## config.mk

```make
export PLATFORM = sky130hd
export DESIGN_NAME = bus_ram_responder_flat
export DESIGN_NICKNAME = d
export VERILOG_FILES = /design/src/rtl/bus_ram_responder_pkg.sv /design/src/rtl/bus_ram_responder_if.sv /design/src/rtl/bus_ram_responder_resp_fifo.sv /design/src/rtl/bus_ram_responder.sv /design/src/flat_wrapper.sv
export SDC_FILE = /design/constraint.sdc
export NUM_CORES = 1
export LEC_CHECK = 0
export CAP_MARGIN = 20
export CORE_MARGIN = 5
export CORE_UTILIZATION = 53
export CTS_CLUSTER_SIZE = 24
export DETAILED_ROUTE_END_ITERATION = 10
export PLACE_DENSITY = 0.85
export SLEW_MARGIN = 30
export SYNTH_ARGS = -nofsm -noshare
export SYNTH_HDL_FRONTEND = slang
export SYNTH_SLANG_ARGS = --single-unit
```

## constraint.sdc

```tcl
create_clock -name clk -period 5.56 [get_ports clk]
set_input_delay 1.112 -clock clk [delete_from_list [all_inputs] [get_ports clk]]
set_output_delay 1.112 -clock clk [all_outputs]
set_load 0.01 [all_outputs]
```

## src/rtl/bus_ram_responder_pkg.sv

```systemverilog
// Shared types for the OCP-style RAM responder.
//   ocp_cmd_e    : master command encoding (IDLE/WR/RD, other codes act as IDLE)
//   ocp_resp_e   : slave response encoding (NULL/DVA/ERR)
//   resp_entry_t : one queued response, {err, data}
//   wrap_inc     : pointer increment modulo an arbitrary depth
package bus_ram_responder_pkg;

  localparam int DATA_WIDTH = 32;
  localparam int BE_WIDTH   = 4;

  typedef enum logic [2:0] {
    CMD_IDLE = 3'd0,
    CMD_WR   = 3'd1,
    CMD_RD   = 3'd2
  } ocp_cmd_e;

  typedef enum logic [1:0] {
    RESP_NULL = 2'd0,
    RESP_DVA  = 2'd1,
    RESP_ERR  = 2'd3
  } ocp_resp_e;

  typedef struct packed {
    logic                  err;
    logic [DATA_WIDTH-1:0] data;
  } resp_entry_t;

  // Depth need not be a power of two, so wrap explicitly.
  function automatic int unsigned wrap_inc(int unsigned ptr, int unsigned depth);
    return (ptr + 1 >= depth) ? 0 : ptr + 1;
  endfunction

endpackage

```

## src/rtl/bus_ram_responder_if.sv

```systemverilog
// OCP-style command/response bus between a master and the RAM responder.
//   MCmd/MAddr/MData/MByteEn : command phase, master -> slave
//   SCmdAccept               : slave takes the command this cycle
//   SResp/SData              : response phase, slave -> master
//   MRespAccept              : master takes the response this cycle
// Handshake: a command transfers in any cycle where MCmd is WR or RD and
// SCmdAccept=1; a response transfers in any cycle where SResp!=NULL and
// MRespAccept=1. The slave holds SResp/SData stable until that transfer.
interface bus_ram_responder_if #(
  parameter int ADDR_WIDTH = 32
);
  import bus_ram_responder_pkg::*;

  logic [2:0]            MCmd;
  logic [ADDR_WIDTH-1:0] MAddr;
  logic [DATA_WIDTH-1:0] MData;
  logic [BE_WIDTH-1:0]   MByteEn;
  logic                  SCmdAccept;
  logic [1:0]            SResp;
  logic [DATA_WIDTH-1:0] SData;
  logic                  MRespAccept;

  modport master (
    output MCmd, MAddr, MData, MByteEn, MRespAccept,
    input  SCmdAccept, SResp, SData
  );

  modport slave (
    input  MCmd, MAddr, MData, MByteEn, MRespAccept,
    output SCmdAccept, SResp, SData
  );

endinterface

```

## src/rtl/bus_ram_responder_resp_fifo.sv

```systemverilog
// In-order response FIFO with a registered head.
//   clk, rst_n      : clock, asynchronous active-low reset
//   push_i          : write {push_err_i, push_data_i} at the tail
//   pop_i           : drop the head (ignored when empty)
//   empty_o         : no entry presented
//   head_err_o      : presented entry is an error response
//   head_data_o     : presented entry data (0 when empty)
// The head registers are loaded with the entry that will be at the front
// after this cycle's push/pop, so the output never passes through
// combinational logic from push/pop.
module bus_ram_responder_resp_fifo
  import bus_ram_responder_pkg::*;
#(
  parameter int unsigned DEPTH = 4
) (
  input  logic                  clk,
  input  logic                  rst_n,
  input  logic                  push_i,
  input  logic                  push_err_i,
  input  logic [DATA_WIDTH-1:0] push_data_i,
  input  logic                  pop_i,
  output logic                  empty_o,
  output logic                  head_err_o,
  output logic [DATA_WIDTH-1:0] head_data_o
);

  localparam int CNTW = $clog2(DEPTH + 1);
  localparam int PTRW = (DEPTH > 1) ? $clog2(DEPTH) : 1;

  resp_entry_t mem_q [DEPTH];

  logic [PTRW-1:0] rd_ptr_q, rd_ptr_d;
  logic [PTRW-1:0] wr_ptr_q, wr_ptr_d;
  logic [CNTW-1:0] count_q, count_d;
  logic [CNTW-1:0] remain;
  logic            head_valid_q, head_valid_d;
  resp_entry_t     head_q, head_d;
  logic            do_pop;
  logic            full;

  assign do_pop = pop_i && head_valid_q;
  assign full   = (count_q == CNTW'(DEPTH));

  always_comb begin
    rd_ptr_d     = rd_ptr_q;
    wr_ptr_d     = wr_ptr_q;
    head_valid_d = head_valid_q;
    head_d       = head_q;
    remain       = count_q - CNTW'(do_pop);
    if (do_pop) rd_ptr_d = PTRW'(wrap_inc(32'(rd_ptr_q), DEPTH));
    if (push_i) wr_ptr_d = PTRW'(wrap_inc(32'(wr_ptr_q), DEPTH));
    count_d = remain + CNTW'(push_i);
    // Entries surviving the pop are already in storage; only when the
    // FIFO would be empty does an incoming push go straight to the head.
    if (remain != '0) begin
      head_valid_d = 1'b1;
      head_d       = mem_q[rd_ptr_d];
    end else if (push_i) begin
      head_valid_d = 1'b1;
      head_d       = '{err: push_err_i, data: push_data_i};
    end else begin
      head_valid_d = 1'b0;
      head_d       = '0;
    end
  end

  always_ff @(posedge clk or negedge rst_n) begin
    if (!rst_n) begin
      rd_ptr_q     <= '0;
      wr_ptr_q     <= '0;
      count_q      <= '0;
      head_valid_q <= 1'b0;
      head_q       <= '0;
    end else begin
      rd_ptr_q     <= rd_ptr_d;
      wr_ptr_q     <= wr_ptr_d;
      count_q      <= count_d;
      head_valid_q <= head_valid_d;
      head_q       <= head_d;
    end
  end

  always_ff @(posedge clk) begin
    if (push_i) mem_q[wr_ptr_q] <= '{err: push_err_i, data: push_data_i};
  end

  assign empty_o     = !head_valid_q;
  assign head_err_o  = head_q.err;
  assign head_data_o = head_q.data;

  // Credits bound outstanding reads to DEPTH, so a full FIFO never sees a push.
  a_no_overflow: assert property (@(posedge clk) disable iff (!rst_n) !(push_i && full));

endmodule

```

## src/rtl/bus_ram_responder.sv

```systemverilog
// OCP-style bus responder in front of a fixed-latency single-port RAM.
//   clk, reset      : clock, asynchronous active-low reset
//   bus             : command/response bus (slave side)
//   ram_en/ram_we   : RAM strobe and write select (combinational from MCmd)
//   ram_addr        : RAM word address
//   ram_be/ram_wdata: write byte enables and data
//   ram_rdata       : RAM read data, RAM_LATENCY cycles after ram_en
//   credits_o       : debug view of the response credit counter
// Writes are posted. Reads are tagged in a RAM_LATENCY-deep pipe so their
// data (or an error marker for out-of-range addresses) lands in the
// response FIFO in acceptance order. A credit counter covers both the pipe
// and the FIFO so a read is only accepted when its response has a slot.
module bus_ram_responder
  import bus_ram_responder_pkg::*;
#(
  parameter int ADDR_WIDTH  = 32,
  parameter int MEM_WORDS   = 4096,
  parameter int RAM_LATENCY = 1,
  parameter int RESP_DEPTH  = 4,
  localparam int RAM_AW     = $clog2(MEM_WORDS),
  localparam int CW         = $clog2(RESP_DEPTH + 1)
) (
  input  logic                  clk,
  input  logic                  reset,
  bus_ram_responder_if.slave    bus,
  output logic                  ram_en,
  output logic                  ram_we,
  output logic [RAM_AW-1:0]     ram_addr,
  output logic [BE_WIDTH-1:0]   ram_be,
  output logic [DATA_WIDTH-1:0] ram_wdata,
  input  logic [DATA_WIDTH-1:0] ram_rdata,
  output logic [CW-1:0]         credits_o
);

  logic is_wr, is_rd, in_range, wr_acc, rd_acc, pop;
  logic [CW-1:0] credits_q, credits_d;
  logic [RAM_LATENCY-1:0] pipe_valid_q, pipe_valid_d;
  logic [RAM_LATENCY-1:0] pipe_err_q, pipe_err_d;
  logic push, push_err;
  logic [DATA_WIDTH-1:0] push_data;
  logic fifo_empty, head_err;
  logic [DATA_WIDTH-1:0] head_data;

  // Gating with reset keeps the RAM quiet while reset is held, even though
  // the command path is otherwise purely combinational.
  assign is_wr    = reset && (bus.MCmd == CMD_WR);
  assign is_rd    = reset && (bus.MCmd == CMD_RD);
  assign in_range = (bus.MAddr < ADDR_WIDTH'(MEM_WORDS));
  assign wr_acc   = is_wr;
  assign rd_acc   = is_rd && (credits_q != '0);

  assign bus.SCmdAccept = wr_acc || rd_acc;
  assign ram_en         = (wr_acc || rd_acc) && in_range;
  assign ram_we         = wr_acc && in_range;
  assign ram_addr       = bus.MAddr[RAM_AW-1:0];
  assign ram_be         = bus.MByteEn;
  assign ram_wdata      = bus.MData;

  // Read tag pipe: stage RAM_LATENCY-1 lines up with valid ram_rdata.
  always_comb begin
    pipe_valid_d    = pipe_valid_q;
    pipe_err_d      = pipe_err_q;
    pipe_valid_d[0] = rd_acc;
    pipe_err_d[0]   = rd_acc && !in_range;
    for (int i = 1; i < RAM_LATENCY; i++) begin
      pipe_valid_d[i] = pipe_valid_q[i-1];
      pipe_err_d[i]   = pipe_err_q[i-1];
    end
  end

  assign push      = pipe_valid_q[RAM_LATENCY-1];
  assign push_err  = pipe_err_q[RAM_LATENCY-1];
  assign push_data = push_err ? '0 : ram_rdata;

  assign pop = !fifo_empty && bus.MRespAccept;

  always_comb begin
    credits_d = credits_q;
    if (rd_acc && !pop)      credits_d = credits_q - CW'(1);
    else if (!rd_acc && pop) credits_d = credits_q + CW'(1);
  end

  always_ff @(posedge clk or negedge reset) begin
    if (!reset) begin
      credits_q    <= CW'(RESP_DEPTH);
      pipe_valid_q <= '0;
      pipe_err_q   <= '0;
    end else begin
      credits_q    <= credits_d;
      pipe_valid_q <= pipe_valid_d;
      pipe_err_q   <= pipe_err_d;
    end
  end

  bus_ram_responder_resp_fifo #(
    .DEPTH(RESP_DEPTH)
  ) u_resp_fifo (
    .clk         (clk),
    .rst_n       (reset),
    .push_i      (push),
    .push_err_i  (push_err),
    .push_data_i (push_data),
    .pop_i       (pop),
    .empty_o     (fifo_empty),
    .head_err_o  (head_err),
    .head_data_o (head_data)
  );

  assign bus.SResp = fifo_empty ? RESP_NULL : (head_err ? RESP_ERR : RESP_DVA);
  assign bus.SData = head_data;
  assign credits_o = credits_q;

endmodule

```

## src/flat_wrapper.sv

```systemverilog
// flat-port wrapper written by rule: the top's interface ports become plain ports
module bus_ram_responder_flat import bus_ram_responder_pkg::*;
#(
  parameter int ADDR_WIDTH  = 32,
  parameter int MEM_WORDS   = 4096,
  parameter int RAM_LATENCY = 1,
  parameter int RESP_DEPTH  = 4,
  localparam int RAM_AW     = $clog2(MEM_WORDS),
  localparam int CW         = $clog2(RESP_DEPTH + 1)
)
  (clk, reset, ram_en, ram_we, ram_addr, ram_be, ram_wdata, ram_rdata, credits_o, bus_MCmd, bus_MAddr, bus_MData, bus_MByteEn, bus_MRespAccept, bus_SCmdAccept, bus_SResp, bus_SData);
  bus_ram_responder_if #(.ADDR_WIDTH(ADDR_WIDTH)) bus_i ();
  input  logic clk;
  input  logic reset;
  output logic ram_en;
  output logic ram_we;
  output logic [RAM_AW-1:0] ram_addr;
  output logic [BE_WIDTH-1:0] ram_be;
  output logic [DATA_WIDTH-1:0] ram_wdata;
  input  logic [DATA_WIDTH-1:0] ram_rdata;
  output logic [CW-1:0] credits_o;
  input wire logic [$bits(bus_i.MCmd)-1:0] bus_MCmd;
  input wire logic [$bits(bus_i.MAddr)-1:0] bus_MAddr;
  input wire logic [$bits(bus_i.MData)-1:0] bus_MData;
  input wire logic [$bits(bus_i.MByteEn)-1:0] bus_MByteEn;
  input wire logic [$bits(bus_i.MRespAccept)-1:0] bus_MRespAccept;
  output wire logic [$bits(bus_i.SCmdAccept)-1:0] bus_SCmdAccept;
  output wire logic [$bits(bus_i.SResp)-1:0] bus_SResp;
  output wire logic [$bits(bus_i.SData)-1:0] bus_SData;
  assign bus_i.MCmd = bus_MCmd;
  assign bus_i.MAddr = bus_MAddr;
  assign bus_i.MData = bus_MData;
  assign bus_i.MByteEn = bus_MByteEn;
  assign bus_i.MRespAccept = bus_MRespAccept;
  assign bus_SCmdAccept = bus_i.SCmdAccept;
  assign bus_SResp = bus_i.SResp;
  assign bus_SData = bus_i.SData;
  bus_ram_responder #(.ADDR_WIDTH(ADDR_WIDTH), .MEM_WORDS(MEM_WORDS), .RAM_LATENCY(RAM_LATENCY), .RESP_DEPTH(RESP_DEPTH)) u_core (.clk(clk), .reset(reset), .bus(bus_i), .ram_en(ram_en), .ram_we(ram_we), .ram_addr(ram_addr), .ram_be(ram_be), .ram_wdata(ram_wdata), .ram_rdata(ram_rdata), .credits_o(credits_o));
endmodule
```

==> flow_metrics.env <==
export IMPL_fin_tns_setup_ps=0
export IMPL_ys_types=39
export IMPL_regToRegSetupSlack_ps=2530
export IMPL_hold_viol_final=0
export IMPL_grt_pass1_vias=5014
export IMPL_netlist_area_um2=7627
export IMPL_synth_seq_cells=178
export IMPL_wl_met3_mm=1.392
export IMPL_antenna_found_initial=0
export IMPL_drv_cap=0
export IMPL_cts_sinks=178
export IMPL_wirelength_mm=17.72
export IMPL_clk_latency_ps=430
export IMPL_critPathMostFrequentCell="clkdlybuf4s50_1"
export IMPL_highest_layer="met4"
export IMPL_clockBufferDepth=2
export IMPL_core_rowCount=43
export IMPL_drt_iter0_drc=418
export IMPL_drc=0
export IMPL_rsz0062_at_grt="false"
export IMPL_worstHoldEndpoint="u_core.credits_o[2]"
export IMPL_synth_top_cell_by_area="edfxtp_1"
export IMPL_setup_viol=0
export IMPL_clk_pin_slew_ps=60
export IMPL_grt_use_total_pct=21.43
export IMPL_outcome="finished clean"
export IMPL_maxSlewViolCount=0
export IMPL_maxSlewHeadroom_pct=36.29
export IMPL_synth_fp_nets=672
export IMPL_fin_nets=716
export IMPL_worst_ep_required_time_ps=4450
export IMPL_critPathLaunchType="primary input"
export IMPL_reg2reg_depth=9
export IMPL_avgSynthCellArea_um2=13.74
export IMPL_hp_class="reg2reg"
export IMPL_power_mw=4.372
export IMPL_p_per_area_nw_per_um2=488.3
export IMPL_cts_tree="built"
export IMPL_hold_depth=1
export IMPL_cts_buffers=17
export IMPL_grt_pass1_wl_mm=27.03
export IMPL_layout_drive_gt1_share_pct=8.333
export IMPL_postCtsSetupBuffers=0
export IMPL_gp_congestion=0.7544
export IMPL_final_common_cell="edfxtp_1"
export IMPL_antenna_cells=0
export IMPL_io_buffers=97
export IMPL_r2r_end="u_core.u_resp_fifo.head_data_o[19]"
export IMPL_max_stage_delay_ps=530
export IMPL_postRouteAntennaNets=0
export IMPL_die_area_um2=16890
export IMPL_path_cells="clkdlybuf4s50_1, nor4bb_1, o31a_1, or2_2, and2_1, clkdlybuf4s50_1"
export IMPL_clockRootBuffer="clkbuf_16"
export IMPL_hold_start="u_core.credits_o[2]"
export IMPL_synth_area_top_cells="edfxtp_1, dfrtp_1, buf_4"
export IMPL_io_pins=194
export IMPL_htreeDepth=4
export IMPL_finalCriticalPeriod_ps=3963
export IMPL_wl_per_cell_um=22.37
export IMPL_fin_crit_sh_pct=71.27
export IMPL_crit_type="in2out"
export IMPL_hold_buffers=0
export IMPL_cp_end_kind="primary output"
export IMPL_area_growth_pct=17.39
export IMPL_core_area_um2=13990
export IMPL_worstMarginPinSlew_ps=955.6
export IMPL_die_h_um=130.0
export IMPL_hpwlAfterDp_mm=10.82
export IMPL_die_width_um=130.0
export IMPL_wl_met2_mm=8.998
export IMPL_grt_ovfl_total=0
export IMPL_cts_resized_gates=0
export IMPL_initial_core_util_pct=54.53
export IMPL_m1WireLength_mm=6.778
export IMPL_yosysTopAreaCellShare_pct=51.97
export IMPL_ys_seq_area_share_pct=67.08
export IMPL_crit_slowest_cell="clkdlybuf4s50_1"
export IMPL_fin_skew_ps=9.110
export IMPL_r2r_start="u_core.u_resp_fifo.head_valid_q"
export IMPL_grt_max_degree=47
export IMPL_firstDrtPassIters=5
export IMPL_ys_warnings_count=0
export IMPL_vias=4602
export IMPL_leakagePower_nw=3.565
export IMPL_layout_common_cells="edfxtp_1, clkdlybuf4s50_1, dfrtp_1"
export IMPL_crit_arrival_ps=2850
export IMPL_vias_per_cell=5.811
export IMPL_clock_fmax_ghz=0.2524
export IMPL_peakVddDrop_mv=0.3625
export IMPL_synth_cells=555
export IMPL_crit_fanout=4
sequential cells by signal (all words and copies together) (netlist names):
signal / cells
u_core.u_resp_fifo.rd_ptr_q: 2
u_core.u_resp_fifo.wr_ptr_q: 2
u_core.u_resp_fifo.head_data_o: 32
u_core.u_resp_fifo.count_q: 3
u_core.u_resp_fifo.head_err_o: 1
u_core.credits_o: 3
u_core.pipe_err_q: 1
u_core.pipe_valid_q: 1
u_core.u_resp_fifo.mem_q: 132
u_core.u_resp_fifo.head_valid_q: 1
cell type report:
cell class / instances / area [um^2]
inverter: 44 / 165.2
timing repair buffer: 105 / 1054
multi-input combinational: 253 / 1826
sequential: 178 / 5116
clock buffer: 18 / 429.2
clock inverter: 14 / 138.9
fill: 1037 / 5035
tap: 180 / 225.2
worst max path at each step:
stage,from,endpoint,slack (ps),depth (start not counted)
2_1_floorplan,reset,ram_en,2570,4
5_1_grt,bus_MAddr[17],ram_we,1500,6
3_5_place_dp,bus_MRespAccept,u_core.u_resp_fifo.head_data_o[0],1380,10
3_3_place_gp,bus_MRespAccept,u_core.u_resp_fifo.head_data_o[22],1580,10
4_1_cts,bus_MCmd[0],ram_en,1590,6
6_report,bus_MCmd[0],ram_en,1600,6
routing by layer:
layer,GRT usage (%),up-vias
met3,6.140,57
met2,36.82,236
met1,25.66,2242
met5,0,-
met4,8.313,0
li1,-,2067
synth_stat cells:
| cell type | count |
|---|---|
| nor4_1 | 5 |
| buf_12 | 3 |
| clkbuf_1 | 15 |
| nor4bb_1 | 2 |
| xnor2_1 | 3 |
| dfstp_2 | 1 |
| nand3b_1 | 1 |
| nand2_1 | 36 |
| and3_1 | 2 |
| edfxtp_1 | 132 |
| o31a_1 | 1 |
| buf_2 | 7 |
| a21boi_1 | 1 |
| nand2b_1 | 1 |
| mux2i_1 | 34 |
| ha_1 | 10 |
| nand3_1 | 34 |
| xor2_1 | 2 |
| buf_1 | 2 |
| dfrtp_1 | 45 |
| o221ai_1 | 33 |
| fa_1 | 1 |
| a21bo_2 | 1 |
| and4bb_1 | 1 |
| buf_4 | 49 |
| and2_1 | 7 |
| a21boi_2 | 1 |
| clkbuf_2 | 3 |
| a21o_1 | 33 |
| o21ai_0 | 35 |
| nor2_1 | 2 |
| or2_2 | 2 |
| nor2b_1 | 1 |
| buf_6 | 1 |
| o21bai_1 | 1 |
| inv_1 | 44 |
| nand4bb_1 | 1 |
| a311o_1 | 1 |
| nor2_8 | 1 |
kinds of logic after synthesis:
group           share of synthesized area, %
flops                                  67.08
buf+inv                                9.416
compound gates                         10.06
simple gates                           6.513
mux                                    4.462
fa+ha+maj                              1.903
xor+xnor                              0.5743
stage by stage:
step | instance area (um^2) | cells | util (%) | hold slack (ps) | setup WS [ps]
finish | 8954 | 792 | 64.01 | 539.6 | 1597
floorplan | 7627 | 555 | - | 476.0 | 2567
global route | 8954 | 792 | 64.01 | 549.1 | 1503
detailed placement | 8358 | 759 | 59.75 | 522.5 | 1377
CTS | 8926 | 791 | 63.81 | 536.5 | 1591
global placement | 8332 | 758 | 59.56 | 519.0 | 1582
power breakdown:
part	internal, mW	total (mW)	switching [mW]
clock	0.659	1.15	0.496
combinational	0.682	1.49	0.812
sequential	1.63	1.72	0.0907
total	2.97	4.37	1.40
critical path: cells and delay by family:
kind	cells	cell delay (ps)
AOI/OAI and AO/OA	1	240
buffers and inverters	2	940
and+or+nand+nor	3	550
Note: power is estimated with default switching activity, not from simulation.
==> patch, RTL diff (same settings) <==
Put one more register stage on the output `credits_o`, cleared by the reset. The value now appears one clock later. The other outputs are not delayed to match.
--- a/src/rtl/bus_ram_responder.sv
+++ b/src/rtl/bus_ram_responder.sv
@@ -108,7 +108,13 @@
 
   assign bus.SResp = fifo_empty ? RESP_NULL : (head_err ? RESP_ERR : RESP_DVA);
   assign bus.SData = head_data;
-  assign credits_o = credits_q;
+  always_ff @(posedge clk or negedge reset) begin
+    if (!reset) begin
+      credits_o <= '0;
+    end else begin
+      credits_o <= credits_q;
+    end
+  end
 
 endmodule
 
Check against the original RTL: not equivalent (a bounded check fails within 4 cycles, from zero or initial values and one cycle with reset low).
==> patch against the original RTL <==
  * Worst setup slack worse by 36 ps
  * Area after synthesis grew 0.98%
  * Register-to-register slack better by 270 ps
  * Via count rose by 2.6%
  * Power grew 1.6%
  * Fmax fell by 0.91%
  * Design area is 0.99% higher
  * Sequential cell count increased by 3
  * Critical path depth unchanged
  * Routed wire length shrank 1.9%
  * Non-clock buffer count down 2
  * Largest cell class unchanged
==> patch: results (changes against the original RTL) <==
yosysWarningCount: 0  # unchanged
synthCells: 558  # +0.54%
cts_setup_buffers: 0  # unchanged
placed_cells_incl_taps: 765  # +0.79%
postSynth.topFlopCell: "sky130_fd_sc_hd__edfxtp_1"
htree_levels: 4  # unchanged
clock_latency_ps: 430  # about the same
ys_top_cells_by_count: "132 x sky130_fd_sc_hd__edfxtp_1, 49 x sky130_fd_sc_hd__buf_4, 48 x sky130_fd_sc_hd__dfrtp_1, 44 x sky130_fd_sc_hd__inv_1, 36 x sky130_fd_sc_hd__nand2_1"
synth_fp_nets: 675  # +0.45%
worst_ir_drop_vdd_uv: 237  # -35%
placed_cell_area_sq_um: 8440  # +1.0%
finish.net_count: 717  # +0.14%
max-slew-margin-rel_pct: 36.4  # +0.11 points
critical_path.max_fanout: 4  # unchanged
final-instance-count-excl-fill: 797  # +0.63%
critical_path.reg2reg.endpoint: "u_core.u_resp_fifo.head_data_o[11]"
critPathArrivalTime_ps: 2890  # +40 ps
grt.total_usage_pct: 20.7  # -0.72 points
number_of_antenna_violations_at_the_first_check_in_global_routing: 0  # unchanged
grt_pass1_vias: 5034  # +0.40%
fraction_of_final_layout_cells_with_drive_strength_greater_than_1_pct: 8.48  # +0.15 points
post-route-min-period_ps: 4000  # +36.3 ps
finalClockSkew_ps: 7.62  # -1.49 ps
top_register: "u_core.u_resp_fifo.mem_q"
pre_cts_slack_ps: 1550  # +171 ps
outcome: "finished, final reports clean"
worst_setup_path_startpoint: "bus_MCmd[0]"
power.static_leakage_nw: 3.60  # +0.85%
synth-edff-count: 132  # unchanged
net-switching-power_mw: 1.40  # +0.21%
cp_slowest_cell: "sky130_fd_sc_hd__clkdlybuf4s50_1"
route.detailed.vias_per_inst: 5.93  # +2.0%
antenna_cells_inserted: 0  # unchanged
worst_setup_path_endpoint: "ram_en"
grt_pass1_wl_um: 26700  # -1.3%
hold_path.class: "flop to flop"
post_synth_num_cell_types: 39  # unchanged
crit_family: "buffers and inverters"
r2r_cells: 9  # unchanged
synthTopCellsByArea: "sky130_fd_sc_hd__edfxtp_1 51%, sky130_fd_sc_hd__dfrtp_1 16%, sky130_fd_sc_hd__buf_4 4.8%, sky130_fd_sc_hd__mux2i_1 4.4%, sky130_fd_sc_hd__o221ai_1 3.8%"
routed_wirelength_um: 17400  # -1.9%
grt_max_degree: 50  # +6.4%
cts-buffers-inserted: 17  # unchanged
dp.final_hpwl_um: 10300  # -4.8%
gpl.final_weighted_congestion: 0.760  # +0.78%
drt_iter0_drcs: 396  # -5.3%
seq_area_frac_synth_pct: 67.4  # +0.32 points
clock-root-buffer: "sky130_fd_sc_hd__clkbuf_16"
port_buffers: 97  # unchanged
synth-async-reset-ratio_pct: 27.1  # +1.2 points
clk_path_buf_depth: 2  # unchanged
crit-reg2reg-launch: "u_core.u_resp_fifo.head_valid_q"
timing.reg2reg.setup_slack_ps: 2800  # +270 ps
dr.pass1.iters: 5  # unchanged
clk_pin_slew_ps: 60  # about the same
number_of_resized_instances_in_the_post_cts_repair_step: 0  # unchanged
-- patch: final cells by class --
type | instances | area [sq um]
clock buffer | 19 | 453
sequential | 181 | 5190
clock inverter | 13 | 144
fill | 1023 | 5330
inverter | 44 | 165
multi-input combinational | 253 | 1830
tap | 184 | 230
timing repair buffer | 103 | 1030
-- patch: per-layer routing --
layer / global-route usage, % / wire length, um / up-vias
met2: 34.3 / 8470 / 226
met5: 0 / 0 / -
li1: - / - / 2070
met4: 9.56 / 682 / 0
met1: 25.9 / 6750 / 2356
met3: 4.96 / 1470 / 71
-- patch: how the worst min path moves through the flow --
stage	slack (ps)	end	depth (start not counted)	from
2_1_floorplan	370	u_core.credits_o[1]	0	u_core.credits_q[1]
3_3_place_gp	400	u_core.credits_o[1]	0	u_core.credits_q[1]
3_5_place_dp	410	u_core.credits_o[1]	0	u_core.credits_q[1]
4_1_cts	420	u_core.credits_o[2]	0	u_core.credits_q[2]
5_1_grt	430	u_core.credits_o[2]	0	u_core.credits_q[2]
6_report	420	u_core.credits_o[1]	0	u_core.credits_q[1]
-- patch: power by group through the flow --
stage          sequential [mW]  combinational (mW)  clock, mW
2_1_floorplan             1.82               0.926          0
3_3_place_gp              1.77                1.43          0
3_5_place_dp              1.77                1.49          0
4_1_cts                   1.75                1.50       1.21
5_1_grt                   1.76                1.62       1.26
6_report                  1.74                1.50       1.20
-- patch: cell families (layout without fill, tap and decap cells) --
group	after synthesis	after routing	share of synthesized area, %
AO/OA/AOI/OAI	107	107	9.96
XOR/XNOR	5	5	0.569
adder cells (fa/ha/maj)	11	11	1.88
buffers and inverters	124	179	9.32
flip-flops	181	181	67.4
multiplexers	34	34	4.42
AND/OR/NAND/NOR	96	96	6.45
